--- config.mk ---
export PLATFORM = sky130hd
export DESIGN_NAME = div_32_iterative
export DESIGN_NICKNAME = d
export VERILOG_FILES = /design/src/rtl/div_pkg.sv /design/src/rtl/div_step.sv /design/src/rtl/div_32_iterative.sv
export SDC_FILE = /design/constraint.sdc
export NUM_CORES = 1
export LEC_CHECK = 0
export ABC_AREA = 0
export CAP_MARGIN = 20
export CORE_UTILIZATION = 40
export CTS_BUF_LIST = sky130_fd_sc_hd__clkbuf_8
export DETAILED_ROUTE_END_ITERATION = 8
export PLACE_DENSITY_LB_ADDON = 0.12
export SLEW_MARGIN = 40
export SYNTH_ARGS = -nofsm -noshare
export SYNTH_HDL_FRONTEND = slang
export SYNTH_SLANG_ARGS = --single-unit
export TNS_END_PERCENT = 1
--- constraint.sdc ---
create_clock -name clk -period 4.4 [get_ports clk]
set_clock_uncertainty 0.2 [all_clocks]
set_input_delay 0.66 -clock clk [delete_from_list [all_inputs] [get_ports clk]]
set_output_delay 0.66 -clock clk [all_outputs]
set_load 0.02 [all_outputs]
--- src/rtl/div_pkg.sv ---
// Shared constants for the iterative 32-bit divider: FSM state codes,
// step count and the divide-by-zero quotient pattern.
package div_pkg;

  localparam logic [1:0] ST_IDLE = 2'd0;
  localparam logic [1:0] ST_RUN  = 2'd1;
  localparam logic [1:0] ST_FIX  = 2'd2;
  localparam logic [1:0] ST_DONE = 2'd3;

  localparam int DIV_ITER  = 32;
  localparam int DIV_CNT_W = 6;

  localparam logic [31:0] DIV_ZERO_QUOT = 32'hFFFFFFFF;

endpackage

--- src/rtl/div_step.sv ---
// One combinational restoring-division step on the {rem, quo} pair.
module div_step #(
  parameter int WIDTH = 32
) (
  input  logic [WIDTH-1:0] rem,
  input  logic [WIDTH-1:0] quo,
  input  logic [WIDTH-1:0] divisor_mag,
  output logic [WIDTH-1:0] rem_next,
  output logic [WIDTH-1:0] quo_next
);

  logic [WIDTH:0] shifted;
  logic [WIDTH:0] trial;

  // The shifted remainder can need WIDTH+1 bits; a non-negative trial always fits in WIDTH.
  always_comb begin
    shifted = {rem, quo[WIDTH-1]};
    trial   = shifted - {1'b0, divisor_mag};
    if (!trial[WIDTH]) begin
      rem_next = trial[WIDTH-1:0];
      quo_next = {quo[WIDTH-2:0], 1'b1};
    end else begin
      rem_next = shifted[WIDTH-1:0];
      quo_next = {quo[WIDTH-2:0], 1'b0};
    end
  end

endmodule

--- src/rtl/div_32_iterative.sv ---
// Multi-cycle DIV/DIVU unit: sign-strip, 32 restoring steps, sign fix-up,
// then a one-cycle done pulse carrying LO (quotient) and HI (remainder).
module div_32_iterative
  import div_pkg::*;
#(
  parameter int WIDTH = 32,
  parameter int ITER  = DIV_ITER
) (
  input  logic             clk,
  input  logic             rst,
  input  logic             start,
  input  logic             is_signed,
  input  logic [WIDTH-1:0] dividend,
  input  logic [WIDTH-1:0] divisor,
  output logic             busy,
  output logic             done,
  output logic [WIDTH-1:0] quotient,
  output logic [WIDTH-1:0] remainder,
  output logic             div_by_zero
);

  localparam logic [DIV_CNT_W-1:0] LAST_STEP = DIV_CNT_W'(ITER - 1);

  logic [1:0]           state;
  logic [DIV_CNT_W-1:0] count;
  logic [WIDTH-1:0]     rem_q;
  logic [WIDTH-1:0]     quo_q;
  logic [WIDTH-1:0]     div_mag;
  logic [WIDTH-1:0]     dvd_raw;
  logic                 sign_q;
  logic                 sign_r;
  logic [WIDTH-1:0]     step_rem;
  logic [WIDTH-1:0]     step_quo;
  logic                 dvd_neg;
  logic                 dsr_neg;

  assign dvd_neg = is_signed & dividend[WIDTH-1];
  assign dsr_neg = is_signed & divisor[WIDTH-1];

  assign busy = (state != ST_IDLE);
  assign done = (state == ST_DONE);

  div_step #(.WIDTH(WIDTH)) u_step (
    .rem         (rem_q),
    .quo         (quo_q),
    .divisor_mag (div_mag),
    .rem_next    (step_rem),
    .quo_next    (step_quo)
  );

  // Magnitude of the most negative value wraps to itself, which the unsigned datapath handles as-is.
  always_ff @(posedge clk) begin
    if (rst) begin
      state       <= ST_IDLE;
      count       <= '0;
      rem_q       <= '0;
      quo_q       <= '0;
      div_mag     <= '0;
      dvd_raw     <= '0;
      sign_q      <= 1'b0;
      sign_r      <= 1'b0;
      quotient    <= '0;
      remainder   <= '0;
      div_by_zero <= 1'b0;
    end else begin
      case (state)
        ST_IDLE: begin
          if (start) begin
            quo_q   <= dvd_neg ? -dividend : dividend;
            div_mag <= dsr_neg ? -divisor : divisor;
            dvd_raw <= dividend;
            sign_q  <= dvd_neg ^ dsr_neg;
            sign_r  <= dvd_neg;
            rem_q   <= '0;
            count   <= '0;
            state   <= ST_RUN;
          end
        end
        ST_RUN: begin
          rem_q <= step_rem;
          quo_q <= step_quo;
          count <= count + DIV_CNT_W'(1);
          if (count == LAST_STEP) state <= ST_FIX;
        end
        ST_FIX: begin
          if (div_mag == '0) begin
            quotient    <= WIDTH'(DIV_ZERO_QUOT);
            remainder   <= dvd_raw;
            div_by_zero <= 1'b1;
          end else begin
            quotient    <= sign_q ? -quo_q : quo_q;
            remainder   <= sign_r ? -rem_q : rem_q;
            div_by_zero <= 1'b0;
          end
          state <= ST_DONE;
        end
        ST_DONE: state <= ST_IDLE;
        default: state <= ST_IDLE;
      endcase
    end
  end

endmodule

### Word level (Yosys, flattened, before mapping)

Index checks and enable logic that the tools add are counted.

* bits of input ports: 68
* output and inout bits: 67
* register bits: 203

* reduce and logical (&&, ||, !) cells: 7
* equality and inequality tests: 6
* add/subtract/negate cells: 6
* bitwise operators: 3
* multiplexer cells: 18

Operators by type and width (count)
* $mux 32: 9
* $neg 32->32: 4
* $pmux 32 s2: 2
* $sub 33x32->33: 1
* $logic_not 32->1: 1
* $pmux 6 s2: 1
* $pmux 2 s4: 1
* $add 6x1->6 const B: 1
* $eq 6x5->1 const B: 1
* $mux 6: 1
* $reduce_and 2->1: 3
* $eq 2x2->1 const B: 2
* $mux 2: 2
* $ne 2x2->1 const B: 2
* $reduce_bool 2->1: 2
* $and 1x1->1: 2
* $eq 2x1->1 const B: 1
* $logic_not 2->1: 1
* $mux 1: 2
* $xor 1x1->1: 1

### Depth between registers and ports, before layout

* depth in word-level cells: 4
* depth in mapped cells: 14

### By module

Synthesis repeated with hierarchy kept, for this count alone.

* cells, all modules: 1690
* area, all modules: 13476.7 um2

By module, submodules not included
* div_32_iterative: seq. area each 4063.9 um2, times used 1, cells an instance 1350, area each 10926.7 um2
* div_step: seq. area each 0.0 um2, times used 1, cells an instance 340, area each 2549.9 um2

### Worst setup path after synthesis

Ideal clock, no wire load.

* path kind: reg2reg
* start: register quo_q[3]
* end: register quotient[29]
* arrival time: 3.262 ns
* setup time: 0.091 ns
* period minus slack after synthesis: 3.553 ns
* stages on the path, launching flop included: 9
* slack: 0.847 ns
* path through: dfxtp_1 > or4_4 > or4_4 > or4_4 > or4_4 > or3_4 > o41ai_2 > xor2_1 > a311oi_1

* longest elaborated chain between the ends: 3

RTL lines
* start: declaration: RTL line div_32_iterative.sv:27 `logic [WIDTH-1:0] quo_q;`
* start signal: assignment: RTL line div_32_iterative.sv:69 `quo_q <= dvd_neg ? -dividend : dividend;`
* start signal: assignment: RTL line div_32_iterative.sv:81 `quo_q <= step_quo;`
* $neg 32->32: RTL line div_32_iterative.sv:91 `quotient <= sign_q ? -quo_q : quo_q;`
* $mux 32: RTL line div_32_iterative.sv:91
* $mux 32: RTL line div_32_iterative.sv:86 `if (div_mag == '0) begin`
* end signal: assignment: RTL line div_32_iterative.sv:87 `quotient <= WIDTH'(DIV_ZERO_QUOT);`
* end signal: assignment: RTL line div_32_iterative.sv:91
* end: declaration: RTL line div_32_iterative.sv:17 `output logic [WIDTH-1:0] quotient,`

Every way passes these cells.
A chain may end at the register's enable or synchronous reset.

### Worst setup path after layout

Ends and elaborated chain as after synthesis.

==> insert_results.sql <==
INSERT INTO impl_metrics (metric_group, metric, value, unit) VALUES
('status', 'run_status', 'complete, no violations', ''),
('finish', 'drive_gt1_frac', '0.05756', ''),
('finish', 'nNetsFinal', '1804', ''),
('placement', 'io_buffer_count', '134', ''),
('logic_synthesis', 'syn-mean-instance-area', '7.652', 'µm²'),
('placement', 'place_ws', '564.2', 'ps'),
('setup_path', 'r2r_end', 'quotient[29]', ''),
('floorplanning', 'die_height', '176.9', 'µm'),
('setup_path', 'critPathLaunchType', 'register', ''),
('logic_synthesis', 'synth_area_leaders', 'dfxtp_1, nand2_1, o21ai_0, a21oi_1, xor2_1', ''),
('cts', 'skew_pair_late_insertion_delay', '550', 'ps'),
('cts', 'cts.reportedPaths.clkPinSlew', '60', 'ps'),
('cts', 'post_cts_buffers', '0', ''),
('cts', 'cts_hold_buf', '0', ''),
('placement', 'numPlacedInstances', '2043', ''),
('cts', 'cts_sinks', '203', ''),
('cts', 'cts_buffers', '39', ''),
('logic_synthesis', 'post_synth_num_cell_types', '54', ''),
('logic_synthesis', 'postSynthNetCount', '1709', ''),
('logic_synthesis', 'synth.cell_area', '12240', 'µm²'),
('power', 'power_leakage', '5.383', 'nW'),
('logic_synthesis', 'synth.ff_latch_count', '203', ''),
('floorplanning', 'die_area', '31290', 'µm²'),
('detailed_routing', 'first_iteration_detailed_routing_drc_count', '695', ''),
('detailed_routing', 'avgViaCountPerCell', '5.483', ''),
('min_path', 'min_path_cells', '2', ''),
('finish', 'postLayoutCellArea', '14700', 'µm²'),
('min_path', 'destination_of_the_worst_hold_path', 'dvd_raw[30]', ''),
('placement', 'gp_congestion', '0.8823', ''),
('cts', 'cts_max_level', '2', ''),
('detailed_routing', 'count_of_antenna_violating_nets_left_after_detailed_routing', '0', ''),
('timing', 'worst_slew_margin_rel', '0.4814', ''),
('logic_synthesis', 'ys.warnings.count', '0', ''),
('timing', 'hold_viol_final', '0', ''),
('placement', 'postPlaceCellArea', '13890', 'µm²'),
('cts', 'clockRootBuffer', 'clkbuf_8', ''),
('setup_path', 'r2r_cells', '8', ''),
('placement', 'dpl.hpwl', '27.02', 'mm'),
('logic_synthesis', 'synth_sequential_area_ratio', '0.3321', ''),
('floorplanning', 'num_io_pins', '135', ''),
('logic_synthesis', 'netlist_instances', '1599', ''),
('cts', 'cts_resized', '0', ''),
('logic_synthesis', 'synth_most_common_cell', 'nand2_1', ''),
('setup_path', 'cp.arrival', '4010', 'ps'),
('global_routing', 'grt_start_max_net_pins', '72', ''),
('floorplanning', 'fp-row-count', '63', ''),
('logic_synthesis', 'main_flop_type_after_synthesis', 'dfxtp_1', ''),
('detailed_routing', 'drc_errors', '0', ''),
('logic_synthesis', 'most_numerous_cell_types_in_the_synthesized_netlist', 'nand2_1, dfxtp_1, nor2_1', ''),
('setup_path', 'slowest_cell_on_the_critical_path', 'or4_4', ''),
('setup_path', 'required_arrival_time_at_the_worst_endpoint', '4660', 'ps'),
('setup_path', 'worst_path_most_repeated_cell', 'or4_4', ''),
('finish', 'finalNonFillerCells', '2110', ''),
('timing', 'finalMaxSlewViolations', '0', ''),
('setup_path', 'crit_fanout', '7', ''),
('detailed_routing', 'count_of_tritonroute_iterations_in_the_first_routing_pass', '6', ''),
('global_routing', 'antenna_found_initial', '0', ''),
('timing', 'fin_crit_sh', '0.8508', ''),
('floorplanning', 'die-width', '176.9', 'µm'),
('global_routing', 'grt_remaining_overflow', '0', ''),
('global_routing', 'number_of_global_route_vias_before_repair', '10800', ''),
('setup_path', 'reg2reg_slack', '660', 'ps'),
('logic_synthesis', 'yosys.area.top_type', 'dfxtp_1', ''),
('floorplanning', 'initial_core_util', '0.4096', ''),
('floorplanning', 'core_area', '29870', 'µm²'),
('setup_path', 'type_of_the_worst_setup_path', 'reg -> reg', ''),
('detailed_routing', 'total_via_count_after_detailed_routing', '11570', ''),
('min_path', 'hold_class', 'reg -> reg', ''),
('setup_path', 'crit_path_max_incr_delay', '580', 'ps'),
('setup_path', 'critical_path.cell_chain', 'or4_4 -> or4_4 -> or4_4 -> or4_4 -> or3_4 -> o41ai_2 -> xor2_1 -> a311oi_1', ''),
('finish', 'area_growth', '20.17', '%');
-- power by group --
part	switching, mW	internal, mW
combinational	1.88	1.25
sequential	0.385	2.21
clock	0.835	1.13
-- critical path: cells and delay by family, from the launching register on --
family	cells	cell delay, ps
xor+xnor	1	100
flops	1	370
simple gates	5	2380
compound gates	2	610
-- area by class of cell --
cell class                 instances  area (µm²)
sequential                       203        4065
inverter                          54       202.7
multi-input combinational       1241        7621
timing repair buffer             155        1509
clock inverter                    21       183.9
tap                              390       488.0
clock buffer                      46       633.1
fill                            3026       15170
-- cell usage in the layout (no fill, tap or decap), types with 23 or more instances in the layout --
| cell | n |
|---|---|
| a211oi_1 | 32 |
| a21oi_1 | 126 |
| a311oi_1 | 23 |
| clkbuf_8 | 46 |
| clkdlybuf4s50_1 | 133 |
| dfxtp_1 | 202 |
| ha_1 | 40 |
| inv_1 | 64 |
| mux2i_1 | 61 |
| nand2_1 | 245 |
| nor2_1 | 161 |
| o21ai_0 | 140 |
| o31ai_1 | 23 |
| xnor2_1 | 69 |
| xor2_1 | 72 |
-- per-stage QoR --
stage | utilization | power [mW]
after floorplan | - | 4.741
after global placement | 0.4648 | 5.720
after detailed placement | 0.4648 | 5.747
after CTS | 0.4921 | 7.730
final | 0.4921 | 7.685
after global routing | 0.4921 | 8.224
-- how the worst max path moves through the flow --
stage,end,cells past startpoint,slack [ps],startpoint
after detailed placement,quo_q[30],10,560,dividend[2]
after global routing,rem_q[19],12,410,rem_q[0]
after global placement,quo_q[31],8,580,dividend[2]
after CTS,quotient[29],8,650,quo_q[3]
after floorplan,quotient[29],8,850,quo_q[3]
final,quotient[29],8,660,quo_q[3]
-- routing by layer --
layer  share of wire  track usage  up-vias  wire length (µm)
li1                -            -     5856                 -
met1            0.45       0.3016     5392             16580
met2            0.48       0.4016      273             17460
met3           0.045      0.03071       49              1636
met4           0.022      0.06932        0               816
met5               0            0        -                 0
-- sequential cells by signal, indices dropped and copies added (netlist names) --
name / count
div_by_zero: 1
dvd_raw: 32
rem_q: 32
div_mag: 32
state: 2
quotient: 32
count: 6
quo_q: 32
remainder: 32
sign_r: 1
sign_q: 1
-- logic make-up (layout without fill, tap and decap cells) --
group,count (synthesis),count (layout),synth area share
AO/OA/AOI/OAI,447,447,0.2257
multiplexers,61,61,0.04990
flip-flops,203,203,0.3321
XOR/XNOR,141,141,0.1009
adder cells (fa/ha/maj),42,42,0.04356
buffers and inverters,155,276,0.04755
AND/OR/NAND/NOR,550,550,0.2002
(Power assumes the default switching activity.)
